==> src/rtl/gametank_bus_pkg.sv <==
// Shared types, constants and the packed-parameter slicing helper for the GameTank bus control unit.
package gametank_bus_pkg;

  typedef enum logic {ST_IDLE, ST_WAIT} bcu_state_e;

  localparam int WAIT_W   = 3;
  localparam int PACK_MAX = 256;

  localparam logic [63:0] DEF_REG_BASE = {16'h8000, 16'h4000, 16'h2000, 16'h0000};
  localparam logic [63:0] DEF_REG_MASK = {16'h8000, 16'hC000, 16'hE000, 16'hE000};
  localparam logic [11:0] DEF_REG_WAIT = {3'd1, 3'd0, 3'd2, 3'd0};

  // Field idx of width w from a packed parameter vector, zero-extended to 32 bits.
  function automatic logic [31:0] pack_field(input logic [PACK_MAX-1:0] vec,
                                             input int idx, input int w);
    logic [PACK_MAX-1:0] sh;
    sh = vec >> (idx * w);
    for (int b = 0; b < 32; b++) pack_field[b] = (b < w) ? sh[b] : 1'b0;
  endfunction

endpackage

==> src/rtl/bcu_region_decoder.sv <==
// Combinational priority decoder: bank register first, then lowest-index matching region.
module bcu_region_decoder
  import gametank_bus_pkg::*;
#(
  parameter int                        ADDR_W    = 16,
  parameter int                        N_REG     = 4,
  parameter int                        IDX_W     = (N_REG > 1) ? $clog2(N_REG) : 1,
  parameter logic [N_REG*ADDR_W-1:0]   REG_BASE  = DEF_REG_BASE,
  parameter logic [N_REG*ADDR_W-1:0]   REG_MASK  = DEF_REG_MASK,
  parameter logic [N_REG*WAIT_W-1:0]   REG_WAIT  = DEF_REG_WAIT,
  parameter logic [ADDR_W-1:0]         BANK_ADDR = 16'h2005
) (
  input  logic [ADDR_W-1:0] addr,
  output logic [N_REG-1:0]  hit_oh,
  output logic [IDX_W-1:0]  hit_idx,
  output logic              bank_hit,
  output logic              miss,
  output logic [WAIT_W-1:0] wait_n
);

  logic [N_REG-1:0]  match;
  logic [WAIT_W-1:0] wait_tab [N_REG];
  logic              found;

  for (genvar r = 0; r < N_REG; r++) begin : g_reg
    localparam logic [ADDR_W-1:0] BASE_R = ADDR_W'(pack_field(PACK_MAX'(REG_BASE), r, ADDR_W));
    localparam logic [ADDR_W-1:0] MASK_R = ADDR_W'(pack_field(PACK_MAX'(REG_MASK), r, ADDR_W));
    assign match[r]    = ((addr & MASK_R) == BASE_R);
    assign wait_tab[r] = WAIT_W'(pack_field(PACK_MAX'(REG_WAIT), r, WAIT_W));
  end

  always_comb begin
    bank_hit = (addr == BANK_ADDR);
    hit_oh   = '0;
    hit_idx  = '0;
    wait_n   = '0;
    found    = 1'b0;
    for (int r = 0; r < N_REG; r++) begin
      if (!found && match[r]) begin
        found      = 1'b1;
        hit_oh[r]  = 1'b1;
        hit_idx    = IDX_W'(r);
        wait_n     = wait_tab[r];
      end
    end
    // The bank register shadows any region it overlaps.
    if (bank_hit) begin
      hit_oh = '0;
      wait_n = '0;
    end
    miss = !bank_hit && !found;
  end

endmodule

==> src/rtl/gametank_bcu.sv <==
// Bus control unit: region decode, wait-state handshake, read mux with open-bus latch, ROM bank register.
module gametank_bcu
  import gametank_bus_pkg::*;
#(
  parameter int                      ADDR_W       = 16,
  parameter int                      DATA_W       = 8,
  parameter int                      N_REG        = 4,
  parameter logic [N_REG*ADDR_W-1:0] REG_BASE     = DEF_REG_BASE,
  parameter logic [N_REG*ADDR_W-1:0] REG_MASK     = DEF_REG_MASK,
  parameter logic [N_REG*WAIT_W-1:0] REG_WAIT     = DEF_REG_WAIT,
  parameter int                      BANK_W       = 4,
  parameter logic [ADDR_W-1:0]       BANK_ADDR    = 16'h2005,
  parameter logic [DATA_W-1:0]       OPEN_BUS_RST = 8'hFF
) (
  input  logic                    sys_clk,
  input  logic                    reset,
  input  logic [ADDR_W-1:0]       cpu_addr,
  input  logic                    cpu_rd,
  input  logic                    cpu_wr,
  input  logic [DATA_W-1:0]       cpu_wdata,
  output logic                    cpu_rdy,
  output logic [DATA_W-1:0]       cpu_rdata,
  output logic [N_REG-1:0]        dev_ce,
  output logic                    dev_rnw,
  output logic                    dev_wr,
  output logic [DATA_W-1:0]       dev_wdata,
  input  logic [N_REG*DATA_W-1:0] dev_rdata,
  output logic [BANK_W-1:0]       bank,
  output logic                    bus_miss
);

  localparam int IDX_W = (N_REG > 1) ? $clog2(N_REG) : 1;

  logic [N_REG-1:0]  hit_oh;
  logic [IDX_W-1:0]  hit_idx;
  logic              bank_hit, miss;
  logic [WAIT_W-1:0] wait_n;

  bcu_region_decoder #(
    .ADDR_W(ADDR_W), .N_REG(N_REG), .IDX_W(IDX_W),
    .REG_BASE(REG_BASE), .REG_MASK(REG_MASK), .REG_WAIT(REG_WAIT),
    .BANK_ADDR(BANK_ADDR)
  ) u_dec (
    .addr(cpu_addr), .hit_oh(hit_oh), .hit_idx(hit_idx),
    .bank_hit(bank_hit), .miss(miss), .wait_n(wait_n)
  );

  bcu_state_e        state_q, state_d;
  logic [WAIT_W-1:0] cnt_q, cnt_d;
  logic              done, req, is_rd, rd_take;
  logic [DATA_W-1:0] ob_q, rd_slice;

  assign req   = cpu_rd | cpu_wr;
  assign is_rd = cpu_rd & ~cpu_wr;

  always_comb begin
    state_d = state_q;
    cnt_d   = cnt_q;
    done    = 1'b0;
    case (state_q)
      ST_IDLE: begin
        if (req) begin
          if (wait_n == '0) done = 1'b1;
          else begin
            cnt_d   = wait_n - 1'b1;
            state_d = ST_WAIT;
          end
        end
      end
      ST_WAIT: begin
        // Dropping the request abandons the access without side effects.
        if (!req) begin
          state_d = ST_IDLE;
          cnt_d   = '0;
        end else if (cnt_q == '0) begin
          done    = 1'b1;
          state_d = ST_IDLE;
        end else begin
          cnt_d = cnt_q - 1'b1;
        end
      end
      default: state_d = ST_IDLE;
    endcase
    if (reset) done = 1'b0;
  end

  assign cpu_rdy   = done;
  assign dev_ce    = (req && !reset) ? hit_oh : '0;
  assign dev_rnw   = ~cpu_wr;
  assign dev_wdata = cpu_wdata;
  assign dev_wr    = done & cpu_wr & (|hit_oh);

  assign rd_slice  = dev_rdata[hit_idx*DATA_W +: DATA_W];
  assign rd_take   = done & is_rd & (|hit_oh);
  assign cpu_rdata = rd_take ? rd_slice : ob_q;

  always_ff @(posedge sys_clk) begin
    if (reset) begin
      state_q  <= ST_IDLE;
      cnt_q    <= '0;
      bank     <= '0;
      ob_q     <= OPEN_BUS_RST;
      bus_miss <= 1'b0;
    end else begin
      state_q  <= state_d;
      cnt_q    <= cnt_d;
      bus_miss <= done & miss;
      if (rd_take) ob_q <= rd_slice;
      if (done && cpu_wr && bank_hit) bank <= cpu_wdata[BANK_W-1:0];
    end
  end

endmodule

==> config.mk <==
export PLATFORM = sky130hd
export DESIGN_NAME = gametank_bcu
export DESIGN_NICKNAME = d
export VERILOG_FILES = /design/src/rtl/gametank_bus_pkg.sv /design/src/rtl/bcu_region_decoder.sv /design/src/rtl/gametank_bcu.sv
export SDC_FILE = /design/constraint.sdc
export NUM_CORES = 1
export LEC_CHECK = 0
export ABC_AREA = 0
export CAP_MARGIN = 20
export CORE_MARGIN = 2
export CORE_UTILIZATION = 37
export DETAILED_ROUTE_END_ITERATION = 8
export GPL_TIMING_DRIVEN = 0
export HOLD_SLACK_MARGIN = 0.1
export PLACE_DENSITY = 0.79
export SLEW_MARGIN = 20
export SYNTH_ARGS = -nofsm -noshare
export SYNTH_HDL_FRONTEND = slang
export SYNTH_SLANG_ARGS = --single-unit
==> constraint.sdc <==
create_clock -name sys_clk -period 4.9 [get_ports sys_clk]
set_input_delay 0.98 -clock sys_clk [delete_from_list [all_inputs] [get_ports sys_clk]]
set_output_delay 0.98 -clock sys_clk [all_outputs]
set_load 0.03 [all_outputs]
; ---- Word-level counts from Yosys, hierarchy flattened
; Cells that the tools add are included.
; Widths: inputs -> output; s select.
[word_totals]
input_bits = 60
output_inout_bits = 28
ff_bits = 17
word_cells = 74
[op_classes]
add_sub_neg = 2
n_reduce_logical = 18
bitwise_logic = 9
eq_ne = 6
shift = 1
mux = 33
[op_table]
columns = operator, count
row1 = $shiftx 32x6->8, 1
row2 = $mux 3, 7
row3 = $mux 1, 17
row4 = $eq 16x14->1 const B, 1
row5 = $logic_not 16->1, 1
row6 = $mux 4, 2
row7 = $mux 8, 1
row8 = $logic_and 1x1->1, 7
row9 = $and 1x1->1, 6
row10 = $logic_not 1->1, 6
row11 = $logic_not 3->1, 2
row12 = $mux 2, 3
row13 = $pmux 3 s2, 1
row14 = $sub 3x1->3 const B, 2
row15 = $ne 2x2->1 const B, 2
row16 = $pmux 1 s2, 2
row17 = $reduce_or 4->1, 1
row18 = $eq 3x1->1 const B, 1
row19 = $ne 3x3->1 const B, 1
row20 = $reduce_and 3->1, 1
row21 = $eq 2x1->1 const B, 1
row22 = $not 1->1, 2
row23 = $or 1x1->1, 1

; ---- Logic depth before layout (Yosys ltp)
; Gate-level depths: netlist of the first run.
[logic_depth]
depth_word = 20
mapped_depth = 11
mapped_depth_nobuf = 9

; ---- Cells and area by module
; Synthesis of the first run repeated with hierarchy kept, for this count alone.
[unflattened]
hier_cells = 130
hier_area_um2 = 1251.2
[modules_own_cells]
columns = module, seq_area_each_um2, n_inst, area_each_um2, cells_each
row1 = gametank_bcu, 340.3, 1, 1139.8, 111
row2 = bcu_region_decoder, 0.0, 1, 111.4, 19

; ---- Least setup slack after synthesis of the first run
; OpenSTA, ideal clock, no wires.
[synth_timing]
path_type = in2out
startpoint = input cpu_addr[13]
endpoint = output dev_wr
n_path_buf = 1
arrival_time_ns = 3.633
slack_ns = 0.287
cell_stages = 9
required_time_ns = 3.920
path_cell_list = buf_6 or3b_1 or4_4 nor2_1 or2_2 ha_1 nor2b_1 a21oi_1 nor4_1
[synth_via]
elab_chain_cells = 19
elab_cells_between_ends = 28
classes_between = eq/ne: 2 / mux: 15 / bitwise: 2 / reduce/logical: 9
[synth_rtl]
columns = element, line_no
row1 = start: declaration, gametank_bcu.sv:17  ; input logic [ADDR_W-1:0] cpu_addr,
row2 = $logic_not 16->1, bcu_region_decoder.sv:28  ; assign match[r] = ((addr & MASK_R) == BASE_R);
row3 = $mux 1, bcu_region_decoder.sv:39  ; if (!found && match[r]) begin
row4 = $logic_not 1->1, bcu_region_decoder.sv:39
row5 = $logic_and 1x1->1, bcu_region_decoder.sv:39
row6 = $mux 1, bcu_region_decoder.sv:39
row7 = $logic_not 1->1, bcu_region_decoder.sv:39
row8 = $logic_and 1x1->1, bcu_region_decoder.sv:39
row9 = $mux 1, bcu_region_decoder.sv:39
row10 = [... 3 more ...], n/a
row11 = $mux 3, bcu_region_decoder.sv:47  ; if (bank_hit) begin
row12 = $logic_not 3->1, gametank_bcu.sv:63  ; if (wait_n == '0) done = 1'b1;
row13 = $mux 1, gametank_bcu.sv:63
row14 = $mux 1, gametank_bcu.sv:62  ; if (req) begin
row15 = $pmux 1 s2, gametank_bcu.sv:60  ; case (state_q)
row16 = $mux 1, gametank_bcu.sv:84  ; if (reset) done = 1'b0;
row17 = $and 1x1->1, gametank_bcu.sv:91  ; assign dev_wr = done & cpu_wr & (|hit_oh);
row18 = $and 1x1->1 (*), gametank_bcu.sv:91
row19 = end: declaration, gametank_bcu.sv:25  ; output logic dev_wr,
; Every way passes the cells marked *; elsewhere a longest branch is shown, timed or not.

; ---- Worst setup path in the final report of the first run
[layout_timing]
startpoint = input cpu_addr[15]
endpoint = output cpu_rdata[2]
[layout_via]
elab_chain_cells = 20
elab_cells_between_ends = 34
classes_between = eq/ne: 3 / shift: 1 / mux: 19 / bitwise: 2 / reduce/logical: 9
[layout_rtl]
columns = element, line_no
row1 = $logic_not 16->1, bcu_region_decoder.sv:28
row2 = $mux 1, bcu_region_decoder.sv:39
row3 = $logic_not 1->1, bcu_region_decoder.sv:39
row4 = $logic_and 1x1->1, bcu_region_decoder.sv:39
row5 = $mux 1, bcu_region_decoder.sv:39
row6 = $logic_not 1->1, bcu_region_decoder.sv:39
row7 = $logic_and 1x1->1, bcu_region_decoder.sv:39
row8 = $mux 1, bcu_region_decoder.sv:39
row9 = [... 3 more ...], n/a
row10 = $mux 3, bcu_region_decoder.sv:47
row11 = $logic_not 3->1, gametank_bcu.sv:63
row12 = $mux 1, gametank_bcu.sv:63
row13 = $mux 1, gametank_bcu.sv:62
row14 = $pmux 1 s2, gametank_bcu.sv:60
row15 = $mux 1, gametank_bcu.sv:84
row16 = $and 1x1->1 (2 in series), gametank_bcu.sv:94  ; assign rd_take = done & is_rd & (|hit_oh);
row17 = $mux 8 (*), n/a
row18 = end: declaration, gametank_bcu.sv:22  ; output logic [DATA_W-1:0] cpu_rdata,
; Marked as above.

==> flow_summary_export.csv, run 1 <==
group,metric,value,unit
outcome,outcome,"complete, no violations",
floorplanning,dieHeight,64.8,um
detailed_routing,drt_iter0_markers,40,
floorplanning,die_w,64.8,um
detailed_routing,drc,0,
timing,rsz0062_at_grt,"false",
clock_tree,cts_tree,"done",
power,pwr-share-seq,0.355,
power,leakage,1.08,nW
worst_setup_path,worstSetupEndpointType,"output pin",
timing,drv_slew,0,
placed_design,dpl.hpwl,2.78,mm
detailed_routing,post_drt_wl_per_cell,11.3,um
power,p_sw_frac,0.302,
synth,synthCells,163,
synth,async_flop_share,0,
clock_tree,cts_hold_buffers,0,
synth,synth_common_cells,"36 x mux2i_1, 17 x dfxtp_1, 16 x nor2_1",
detailed_routing,firstDrtPassIters,4,
clock_tree,numCtsBuffers,3,
power,power.net_switching,128,uW
timing,setup_violations,0,
placed_design,place_congestion,0.797,
synth,yosysWarnings,0,
synth,netlist_area,1370,um^2
global_route,gr-usage-all-layers,0.169,
synth,ys_ff_latch,17,
floorplanning,rows,22,
worst_hold_path,hp-class,"register to register",
job,maxCapViolations,0,
power,p_int,295,uW
synth,post-synth-top-count-cell,"mux2i_1",
layout,multi_input_area,873,um^2
layout,fin_nets,316,
detailed_routing,ant_nets,0,
global_route,antenna_found_initial,0,
synth,synth_top_cell_area_share,0.263,
floorplanning,ios,88,
worst_setup_path,worstSetupPathType,"input port to output pin",
worst_setup_path,worst-endpoint-arrival,3610,ps
synth,synth_cell_types,31,
clock_tree,clock_sink_count,17,
synth,synth_edf_count,0,
power,share_comb_of_total_power,0.400,
synth,post_synth.cell_area_avg,8.40,um^2
worst_setup_path,critPathRequiredTime,3920,ps
worst_setup_path,cp-start-kind,"input port",
timing,finalCriticalPeriod,4590,ps
timing,whs,476,ps
layout,drive_gt1_frac,0.143,
power,clkPwrFrac,0.245,
floorplanning,core,3610,um^2
power,peakVddDrop,0.000187,V
synth,syn_nets,227,
placed_design,portBuffers,81,
detailed_routing,vias_per_cell,4.67,
layout,syn_to_final_growth,67.7,%
layout,antenna_cells,0,
floorplanning,die-area,4200,um^2
worst_setup_path,r2r_cells,6,
detailed_routing,wl,3.37,mm
timing,worst_slew_pin_slew,658,ps
clock_tree,insertion_delay,250,ps
clock_tree,h-tree-depth,1,
clock_tree,clockBufferDepth,2,
floorplanning,start_util,0.380,
synth,ys_seq_area_frac,0.249,
timing,skew,4.00,ps
timing,final_hold_viol_count,0,
timing,period_share,0.937,
timing,max-slew-margin-rel,0.562,
layout,seqCellArea,340,um^2
global_route,grt_max_degree,12,
power,power.density,184,nW/um^2
global_route,first_global_vias,1389,
global_route,overflow,0,
global_route,grt_pass1_wl,5.75,mm
synth,synthFlopType,"dfxtp_1",
synth,yosysTopAreaCell,"mux2i_1",
layout,nFillCells,323,
layout,fin_util,0.637,
timing,fmax,218,MHz
detailed_routing,dr_total_vias,1396,
synth,synth_area_leaders,"mux2i_1 26%, dfxtp_1 25%, o21ai_0 4.4%",
clock_tree,cts.reportedPaths.clkPinSlew,70,ps
clock_tree,cts_root_buffer,"clkbuf_8",
worst_setup_path,cp_max_fo,10,
worst_hold_path,hold_path_depth,2,
==> cells in the final DEF, fill, tap and decap left out, types with 2 or more instances in the layout <==
cell and count:
clkbuf_8 3, clkbuf_1 7, buf_6 2, clkdlybuf4s50_1 70
inv_1 13, nor2_1 15, mux2i_1 35, nand2b_1 8
nor2b_1 2, dlygate4sd2_1 2, or2_2 3, nand3_1 2
dfxtp_1 17, a21oi_1 5, nor3_1 2, a311oi_1 2
ha_1 3, buf_4 14, buf_2 4, nor4b_1 3
nand2_1 8, o21ai_0 12
==> worst paths after layout <==
path,start,end,slack (ps)
max,cpu_addr[15],cpu_rdata[2],310
min,bank[2],bank[2],480
max reg2reg,cnt_q[0],bank[1],3260
min reg2reg,bank[2],bank[2],480
==> stage by stage <==
step	TNS [ps]	power [mW]	instances	worst slack [ps]	cell area, um^2
after global routing	0	0.452	299	172	2300
after floorplan	0	0.246	163	287	1370
after detailed placement	-5830	0.324	292	-710	2240
after CTS	0	0.424	297	21.9	2260
after global placement	-5160	0.321	292	-632	2240
final	0	0.423	299	311	2300
==> power groups by stage <==
stage / logic, mW / registers [mW] / clock network (mW)
final: 0.169 / 0.150 / 0.104
after global routing: 0.185 / 0.151 / 0.115
after CTS: 0.167 / 0.150 / 0.107
after detailed placement: 0.170 / 0.153 / 0
after global placement: 0.169 / 0.153 / 0
after floorplan: 0.0929 / 0.153 / 0
==> final cells by class <==
cell class | count | share of cell area
sequential | 17 | 0.148
multi-input combinational | 116 | 0.380
clock buffer | 4 | 0.0196
inverter | 13 | 0.0213
timing repair buffer | 84 | 0.350
tap | 48 | 0.0262
buffer | 17 | 0.0545
==> state kept, by name, summed over array words and instances, names as in the netlist <==
| name | flops |
|---|---|
| bus_miss | 1 |
| bank | 4 |
| ob_q | 8 |
| state_q | 1 |
| cnt_q | 3 |
==> kinds of logic (layout without fill, tap and decap cells) <==
family	after synthesis	count (layout)	share of synthesized area
and+or+nand+nor	51	51	0.209
AOI/OAI and AO/OA	23	23	0.106
muxes	36	36	0.263
other	1	1	0.00274
DFF	17	17	0.249
xor gates and xnor gates	1	1	0.00640
adders and majority gates	4	4	0.0366
buffers and inverters	30	118	0.127
==> worst max-delay path, stage by stage <==
cell	delay, ps
dlymetal6s2s_1	150
or3b_4	410
or4_4	580
nor2_4	150
or2_2	140
ha_2	180
nor2b_2	160
a21o_1	160
o211ai_4	120
buf_12	180
mux2i_1	160
clkbuf_4	220
==> timing repair <==
item                                    in CTS  in global routing
endpoints found under the setup margin      10                  8
pin swaps                                    0                  2
endpoints found under the hold margin        0                  0
setup buffers                                1                  2
gates resized for setup                     45                  9
==> per-layer routing <==
layer	global-route usage	part of all wire
met4	0.0160	0
met3	0.0451	0.058
met5	0	0
met1	0.206	0.42
met2	0.307	0.52
No activity file was read; power rests on OpenSTA's default activity.
==> inputs of run 2 (changes only) <==
--- a/config.mk
+++ b/config.mk
@@ -6,7 +6,6 @@
 export NUM_CORES = 1
 export LEC_CHECK = 0
 export ABC_AREA = 0
-export CAP_MARGIN = 20
 export CORE_MARGIN = 2
 export CORE_UTILIZATION = 37
 export DETAILED_ROUTE_END_ITERATION = 8
==> results of run 2 <==
The final DEF is identical to that of run 1; final timing and power are the same.
